[src/rtl/gpio_pkg.sv]
// Shared GPIO parameters. The GPIO register/interrupt block imports the
// same GPIO_WIDTH, so the pin count is defined in exactly one place.
package gpio_pkg;

  localparam int GPIO_WIDTH       = 32;
  localparam int GPIO_DB_CNT_W    = 16;
  localparam int GPIO_SYNC_STAGES = 2;

endpackage : gpio_pkg

[src/rtl/gpio_in_debounce_bit.sv]
// Single-pin conditioner: synchroniser chain, debounce counter, stable
// register and registered edge pulses.
//
// Ports:
//   clk, rst_n      clock, asynchronous active-low reset
//   pad_in          raw pad level, asynchronous to clk
//   debounce_en     1 = apply debounce_limit, 0 = bypass (limit 0)
//   debounce_limit  extra stable cycles required before committing
//   gpio_in         conditioned level (stable register)
//   rise_pulse      1-cycle pulse coincident with gpio_in 0->1
//   fall_pulse      1-cycle pulse coincident with gpio_in 1->0
module gpio_in_debounce_bit
  import gpio_pkg::*;
#(
  parameter int SYNC_STAGES = GPIO_SYNC_STAGES,
  parameter int CNT_W       = GPIO_DB_CNT_W
) (
  input  logic             clk,
  input  logic             rst_n,
  input  logic             pad_in,
  input  logic             debounce_en,
  input  logic [CNT_W-1:0] debounce_limit,
  output logic             gpio_in,
  output logic             rise_pulse,
  output logic             fall_pulse
);

  logic [SYNC_STAGES-1:0] sync_q;
  logic                   sync;
  logic [CNT_W-1:0]       eff_limit;
  logic [CNT_W-1:0]       cnt_q, cnt_d;
  logic                   stable_q, stable_d;
  logic                   rise_q, rise_d;
  logic                   fall_q, fall_d;

  // Bit 0 takes the pad; the MSB is the fully synchronised value.
  assign sync = sync_q[SYNC_STAGES-1];

  // Bypass is just a zero limit, so both modes share one datapath.
  assign eff_limit = debounce_en ? debounce_limit : '0;

  always_comb begin
    cnt_d    = cnt_q;
    stable_d = stable_q;
    rise_d   = 1'b0;
    fall_d   = 1'b0;
    if (sync == stable_q) begin
      cnt_d = '0;
    end else if (cnt_q >= eff_limit) begin
      // >= rather than == so a limit lowered below a running count still
      // commits on the next disagreeing cycle.
      stable_d = sync;
      cnt_d    = '0;
      rise_d   = sync;
      fall_d   = ~sync;
    end else begin
      cnt_d = cnt_q + 1'b1;
    end
  end

  always_ff @(posedge clk or negedge rst_n) begin
    if (!rst_n) begin
      sync_q   <= '0;
      cnt_q    <= '0;
      stable_q <= 1'b0;
      rise_q   <= 1'b0;
      fall_q   <= 1'b0;
    end else begin
      sync_q   <= {sync_q[SYNC_STAGES-2:0], pad_in};
      cnt_q    <= cnt_d;
      stable_q <= stable_d;
      rise_q   <= rise_d;
      fall_q   <= fall_d;
    end
  end

  assign gpio_in    = stable_q;
  assign rise_pulse = rise_q;
  assign fall_pulse = fall_q;

endmodule : gpio_in_debounce_bit

[src/rtl/gpio_in_conditioner.sv]
// GPIO input conditioner: synchronises and optionally debounces every pad,
// producing the conditioned gpio_in bus for the GPIO block plus per-pin
// single-cycle rise/fall pulses.
//
// Ports:
//   clk, rst_n      clock, asynchronous active-low reset
//   pad_in          raw pad levels (asynchronous)
//   debounce_en     per-pin debounce enable (quasi-static)
//   debounce_limit  shared debounce limit (quasi-static)
//   gpio_in         conditioned, registered levels
//   rise_pulse      per-pin 0->1 pulses, coincident with gpio_in
//   fall_pulse      per-pin 1->0 pulses, coincident with gpio_in
module gpio_in_conditioner
  import gpio_pkg::*;
#(
  parameter int WIDTH       = GPIO_WIDTH,
  parameter int SYNC_STAGES = GPIO_SYNC_STAGES,
  parameter int CNT_W       = GPIO_DB_CNT_W
) (
  input  logic             clk,
  input  logic             rst_n,
  input  logic [WIDTH-1:0] pad_in,
  input  logic [WIDTH-1:0] debounce_en,
  input  logic [CNT_W-1:0] debounce_limit,
  output logic [WIDTH-1:0] gpio_in,
  output logic [WIDTH-1:0] rise_pulse,
  output logic [WIDTH-1:0] fall_pulse
);

  for (genvar i = 0; i < WIDTH; i++) begin : g_pin
    gpio_in_debounce_bit #(
      .SYNC_STAGES(SYNC_STAGES),
      .CNT_W      (CNT_W)
    ) u_bit (
      .clk           (clk),
      .rst_n         (rst_n),
      .pad_in        (pad_in[i]),
      .debounce_en   (debounce_en[i]),
      .debounce_limit(debounce_limit),
      .gpio_in       (gpio_in[i]),
      .rise_pulse    (rise_pulse[i]),
      .fall_pulse    (fall_pulse[i])
    );
  end

endmodule : gpio_in_conditioner
[config.mk]
export PLATFORM = sky130hd
export DESIGN_NAME = gpio_in_conditioner
export DESIGN_NICKNAME = d
export VERILOG_FILES = /design/src/rtl/gpio_pkg.sv /design/src/rtl/gpio_in_debounce_bit.sv /design/src/rtl/gpio_in_conditioner.sv
export SDC_FILE = /design/constraint.sdc
export NUM_CORES = 2
export LEC_CHECK = 0
export ABC_CLOCK_PERIOD_IN_PS = 2690
export CAP_MARGIN = 0
export CELL_PAD_IN_SITES_DETAIL_PLACEMENT = 0
export CELL_PAD_IN_SITES_GLOBAL_PLACEMENT = 2
export CORE_ASPECT_RATIO = 1.75
export CORE_UTILIZATION = 41
export CTS_BUF_LIST = sky130_fd_sc_hd__clkbuf_4
export CTS_CLUSTER_SIZE = 28
export DETAILED_ROUTE_END_ITERATION = 10
export PLACE_DENSITY_LB_ADDON = 0.1
export SYNTH_ARGS = -nofsm -noshare
export SYNTH_HDL_FRONTEND = slang
export SYNTH_SLANG_ARGS = --single-unit
[constraint.sdc]
create_clock -name clk -period 2.69 [get_ports clk]
set_clock_uncertainty 0.05 [all_clocks]
set_input_delay 0.6725 -clock clk [delete_from_list [all_inputs] [get_ports clk]]
set_output_delay 0.6725 -clock clk [all_outputs]
set_load 0.01 [all_outputs]
* Yosys cells after proc, flatten, opt, wreduce, memory -nomap -nowiden
Index checks and enable logic that the tools add are counted.
** Word-level totals
- Output and inout port bits :: 96
- Bits of input ports :: 82
- Register bits :: 672
** Operators by class
- Reductions and logical operators :: 32
- Equal/unequal tests :: 32
- Bitwise gates (word level) :: 64
- Mux-type cells :: 224
- Order comparisons :: 32
- $add $sub $neg :: 32
** Operators by type and width (count)
- $mux W16 :: 96
- $add A16 B1 Y16 const B :: 32
- $ge A16 B16 Y1 :: 32
- $mux W1 :: 128
- $not A1 Y1 :: 64
- $reduce_and A2 Y1 :: 32
- $eq A1 B1 Y1 :: 32

* Depth between registers and ports, before layout
- Word-level depth :: 4
- Gate-level depth with buffers :: 9

* By module
Synthesis repeated with hierarchy kept, for this count alone.
** Unflattened totals
- Cell total of the unflattened synthesis :: 4450
- Area, all modules :: 42528.3 um2
** Modules (own cells, without submodules)
- gpio_in_debounce_bit at g_pin[0].u_bit ... :: cells each 139, times used 29, area each 1328.8 um2
- gpio_in_debounce_bit at g_pin[6].u_bit ... :: cells each 140, times used 2, area each 1335.0 um2
- gpio_in_debounce_bit at g_pin[13].u_bit :: cells each 139, times used 1, area each 1323.8 um2

* Least setup slack after synthesis
OpenSTA, ideal clock, no wires.
- Path type :: input to register
- Start point :: input debounce_limit[0]
- End point :: register g_pin[16].u_bit.stable_q
- Library setup time :: 125 ps
- Required time :: 2515 ps
- Cell stages on the path :: 8
- Buffers on the path :: 1
- Arrival time :: 2466 ps
- Slack :: 50 ps
- Path through :: clkbuf_1 > and2_1 > ha_1 > nand2b_1 > a2111o_1 > a31oi_1 > and3_1 > mux2_2
** On the way
- Longest elaborated chain between the ends :: 3
** RTL lines
- start, declared :: line gpio_in_conditioner.sv:24 : input logic [CNT_W-1:0] debounce_limit,
- $mux W16 :: line gpio_in_debounce_bit.sv:40 : assign eff_limit = debounce_en ? debounce_limit : '0;
- $ge A16 B16 Y1 :: line gpio_in_debounce_bit.sv:49 : end else if (cnt_q >= eff_limit) begin
- $reduce_and A2 Y1 (no source line)
- end signal, assigned :: line gpio_in_debounce_bit.sv:71 : stable_q <= stable_d;
- end, declared :: line gpio_in_debounce_bit.sv:32 : logic stable_q, stable_d;
No other way between the ends.
A chain may end at the register's enable or synchronous reset.

* Worst setup path in the final report
- Start point :: register g_pin[10].u_bit.fall_q
- End point :: output fall_pulse[10]
** RTL lines
- start, declared :: line gpio_in_debounce_bit.sv:34 : logic fall_q, fall_d;
- start signal, assigned :: line gpio_in_debounce_bit.sv:73 : fall_q <= fall_d;
- end, declared :: line gpio_in_conditioner.sv:27 : output logic [WIDTH-1:0] fall_pulse
No word-level cell between the ends.

==> metrics <==
part of the Yosys area used for sequential elements=39.2%; clock transition at the registers of the reported paths=0.07 ns; vias in the first global route=36200; drt drc=0; DP Area=around 50000 um^2; Synth async-reset ratio=between 90% and 100%; DR WL/cell=17.9 um; antenna violations before repair=4; Routability Congestion=0.808; max_slew headroom=28.3%; initial core utilization=41.4%; Detailed Route WL=121000 um; GRT Total Usage=around a quarter; Cells after Synth=4665; overall die width=246 um; Worst-Margin Slew=1.07 ns; synthesized cell area=42900 um^2; Avg Cell Area, Syn=9.19 um^2; detailed-route via count=35000; Synth area leaders=dfrtp_1 39%, ha_1 16%, nand2_1 6.5%; Syn Nets=approximately 5300; Root Buffer=clkbuf_4; Pre-Repair DR Iteration Count=5; Layout Utilization=50.0%; VDD IR max=~0.43 mV; worst-path cell chain=dlygate4sd2_1; Final #Nets=5867; largest area contributor in the netlist=dfrtp_1; Hold WC Path Type=input port to async pin; HPWL after DPL=88100 um; static leakage=25.0 nW; Sequential Area=16800 um^2; final setup fails=0; pin count of the biggest net entering global routing=91; DRT antenna net count=0; Critical Path Sink Type=primary output; max frequency=400 MHz; number of port buffers=177; CP top delay family=flip-flops; max_cap viols=0; Final Hold Violating Endpoints=0; total power=29.8 mW; area of the multi-input gates=~24000 um^2; ratio of cells with drive above 1 in the final layout=14.3%; most frequent cell after synthesis=nand2_1; cell area after layout=51700 um^2; first-pass GRT wire length=around 190000 um; top-area cell type share of the netlist area=39.2%; grt ovf=0; Cell variety after synth=59; # fillers=slightly above 10000; core area=103000 um^2; Site Rows=between 150 and 200; Critical Path Source Type=flop; clk buf depth=3; via density per instance=5.20; DIE AREA=106000 um^2; commonest cells in the netlist=743 x nand2_1, 672 x dfrtp_1, 544 x ha_1; Post-synth EDFFs=0; CTS Buf Count=approximately 180; critical path fanouts, max=1; Period Utilization, post-route=a little over 90%; critical path type=flop to primary output; status=complete, no violations; Slew Viols, Final=0; #FFs+latches synth=672; critical path required time=a little under 2 ns; Clock Sinks=672; Area Overhead vs Synth=20.6%; Final Critical Period=approximately 2.5 ns; clock latency on the worst-skew pair=1.13 ns; H-tree levels=4; slowest CP cell=dfrtp_1; CP arrival=1.78 ns; P per Cell Area=about 580 nW/um^2; Vert. Die Dim=~430 um; Post-synth top flop=dfrtp_1; WP buf/inv=1; Synthesis Warnings=0; CTS tree=yes; Ports=178; slowest stage delay, CP=roughly 0.41 ns; DRT iter0 DRCs=around 1300
## report_power, final
group | internal [mW] | switching (mW)
combinational | 3.99 | 4.57
clock | 4.64 | 4.61
sequential | 10.9 | 0.995
total | 19.6 | 10.2
## layer usage
layer / vias to the layer above / global-route usage [%] / wire length, um
met4: 2 / 7.98 / 3280
met3: 226 / 3.92 / 4220
met2: 560 / 42.7 / 63300
met1: 16800 / 27.3 / 49700
li1: 17400 / - / -
met5: - / 0 / 10
## cell usage in the layout (no fill, tap or decap), types with 21 or more instances in the layout
cell type | Yosys | final
buf_12 | 1 | 94
nand2b_1 | 23 | 23
xor2_1 | 279 | 279
nor2_1 | 495 | 495
nand4_1 | 130 | 130
nand3_1 | 261 | 261
inv_1 | 104 | 104
a2111o_1 | 23 | 23
clkinv_1 | 0 | 54
dlygate4sd3_1 | 0 | 34
dlygate4sd2_1 | 0 | 79
xnor2_1 | 201 | 201
and3b_1 | 46 | 46
buf_4 | 96 | 315
and4_1 | 43 | 43
o21ai_0 | 83 | 83
dfrtp_1 | 672 | 667
and3_1 | 84 | 84
and2_1 | 47 | 47
clkbuf_4 | 0 | 240
nand2_1 | 743 | 743
nor3_1 | 219 | 219
a21oi_1 | 200 | 200
mux2_2 | 31 | 31
nor4_1 | 21 | 21
nor3b_1 | 34 | 34
clkdlybuf4s50_1 | 0 | 64
ha_1 | 544 | 544
## stage by stage
| stage | setup TNS [ns] | cells | hold WS, ns | setup slack (ns) |
|---|---|---|---|---|
| floorplan | 0 | 4665 | 0.281 | 0.0496 |
| global placement | -187.76 | 6337 | 0.283 | -0.547 |
| detailed placement | -196.20 | 6337 | 0.285 | -0.532 |
| CTS | 0 | 6721 | 0.135 | 0.00104 |
| global route | -0.0256 | 6727 | 0.155 | -0.0125 |
| finish | 0 | 6727 | 0.287 | 0.190 |
## worst paths after layout
check | end | slack [ns] | startpoint | cells past startpoint
worst min-delay path | g_pin[27].u_bit.gpio_in | 0.29 | rst_n | 3
worst min register to register | g_pin[18].u_bit.sync_q[1] | 0.29 | g_pin[18].u_bit.sync_q[0] | 0
worst max-delay path | fall_pulse[10] | 0.19 | g_pin[10].u_bit.fall_pulse | 1
min in group clk | g_pin[18].u_bit.sync_q[1] | 0.29 | g_pin[18].u_bit.sync_q[0] | 0
worst max register to register | g_pin[25].u_bit.gpio_in | 0.38 | g_pin[25].u_bit.cnt_q[0] | 8
max in group asynchronous | g_pin[29].u_bit.cnt_q[7] | 0.82 | rst_n | 3
## repair_timing
action | CTS | global route
endpoints found under the hold margin | 696 | 0
endpoints found under the setup margin | 96 | 0
gates resized for setup | 127 | 0
setup buffers | 29 | 0
hold buffers | 34 | 0
## worst register-to-register path, stage by stage, from the launching register on
cell and delay, ns:
dfrtp_1 0.43, inv_1 0.07, ha_1 0.29, nand2b_4 0.13, a2111o_1 0.40, a32oi_1 0.29
buf_4 0.17, nand2_1 0.09, mux2_2 0.28
## registers in the layout (all words and copies together) (netlist names)
signal	cells
g_pin.u_bit.rise_pulse	32
g_pin.u_bit.cnt_q	512
g_pin.u_bit.fall_pulse	32
g_pin.u_bit.sync_q	64
g_pin.u_bit.gpio_in	32
## cell families after synthesis
group	share of synthesized area, %
mux	0.840
compound gates	6.01
simple gates	24.4
xor+xnor	9.80
flops	39.2
buf+inv	3.88
fa+ha+maj	15.9
## area by class of cell
class | instances | area share [%]
inverters | 104 | 0.755
multi-input cells | 3669 | 47.2
clock buffers | 240 | 3.49
repair buffers | 612 | 11.9
well taps | 1343 | 3.25
diodes | 6 | 0.0290
clock inverters | 81 | 0.876
flip-flops and latches | 672 | 32.5
No activity file was read; power rests on OpenSTA's default activity.
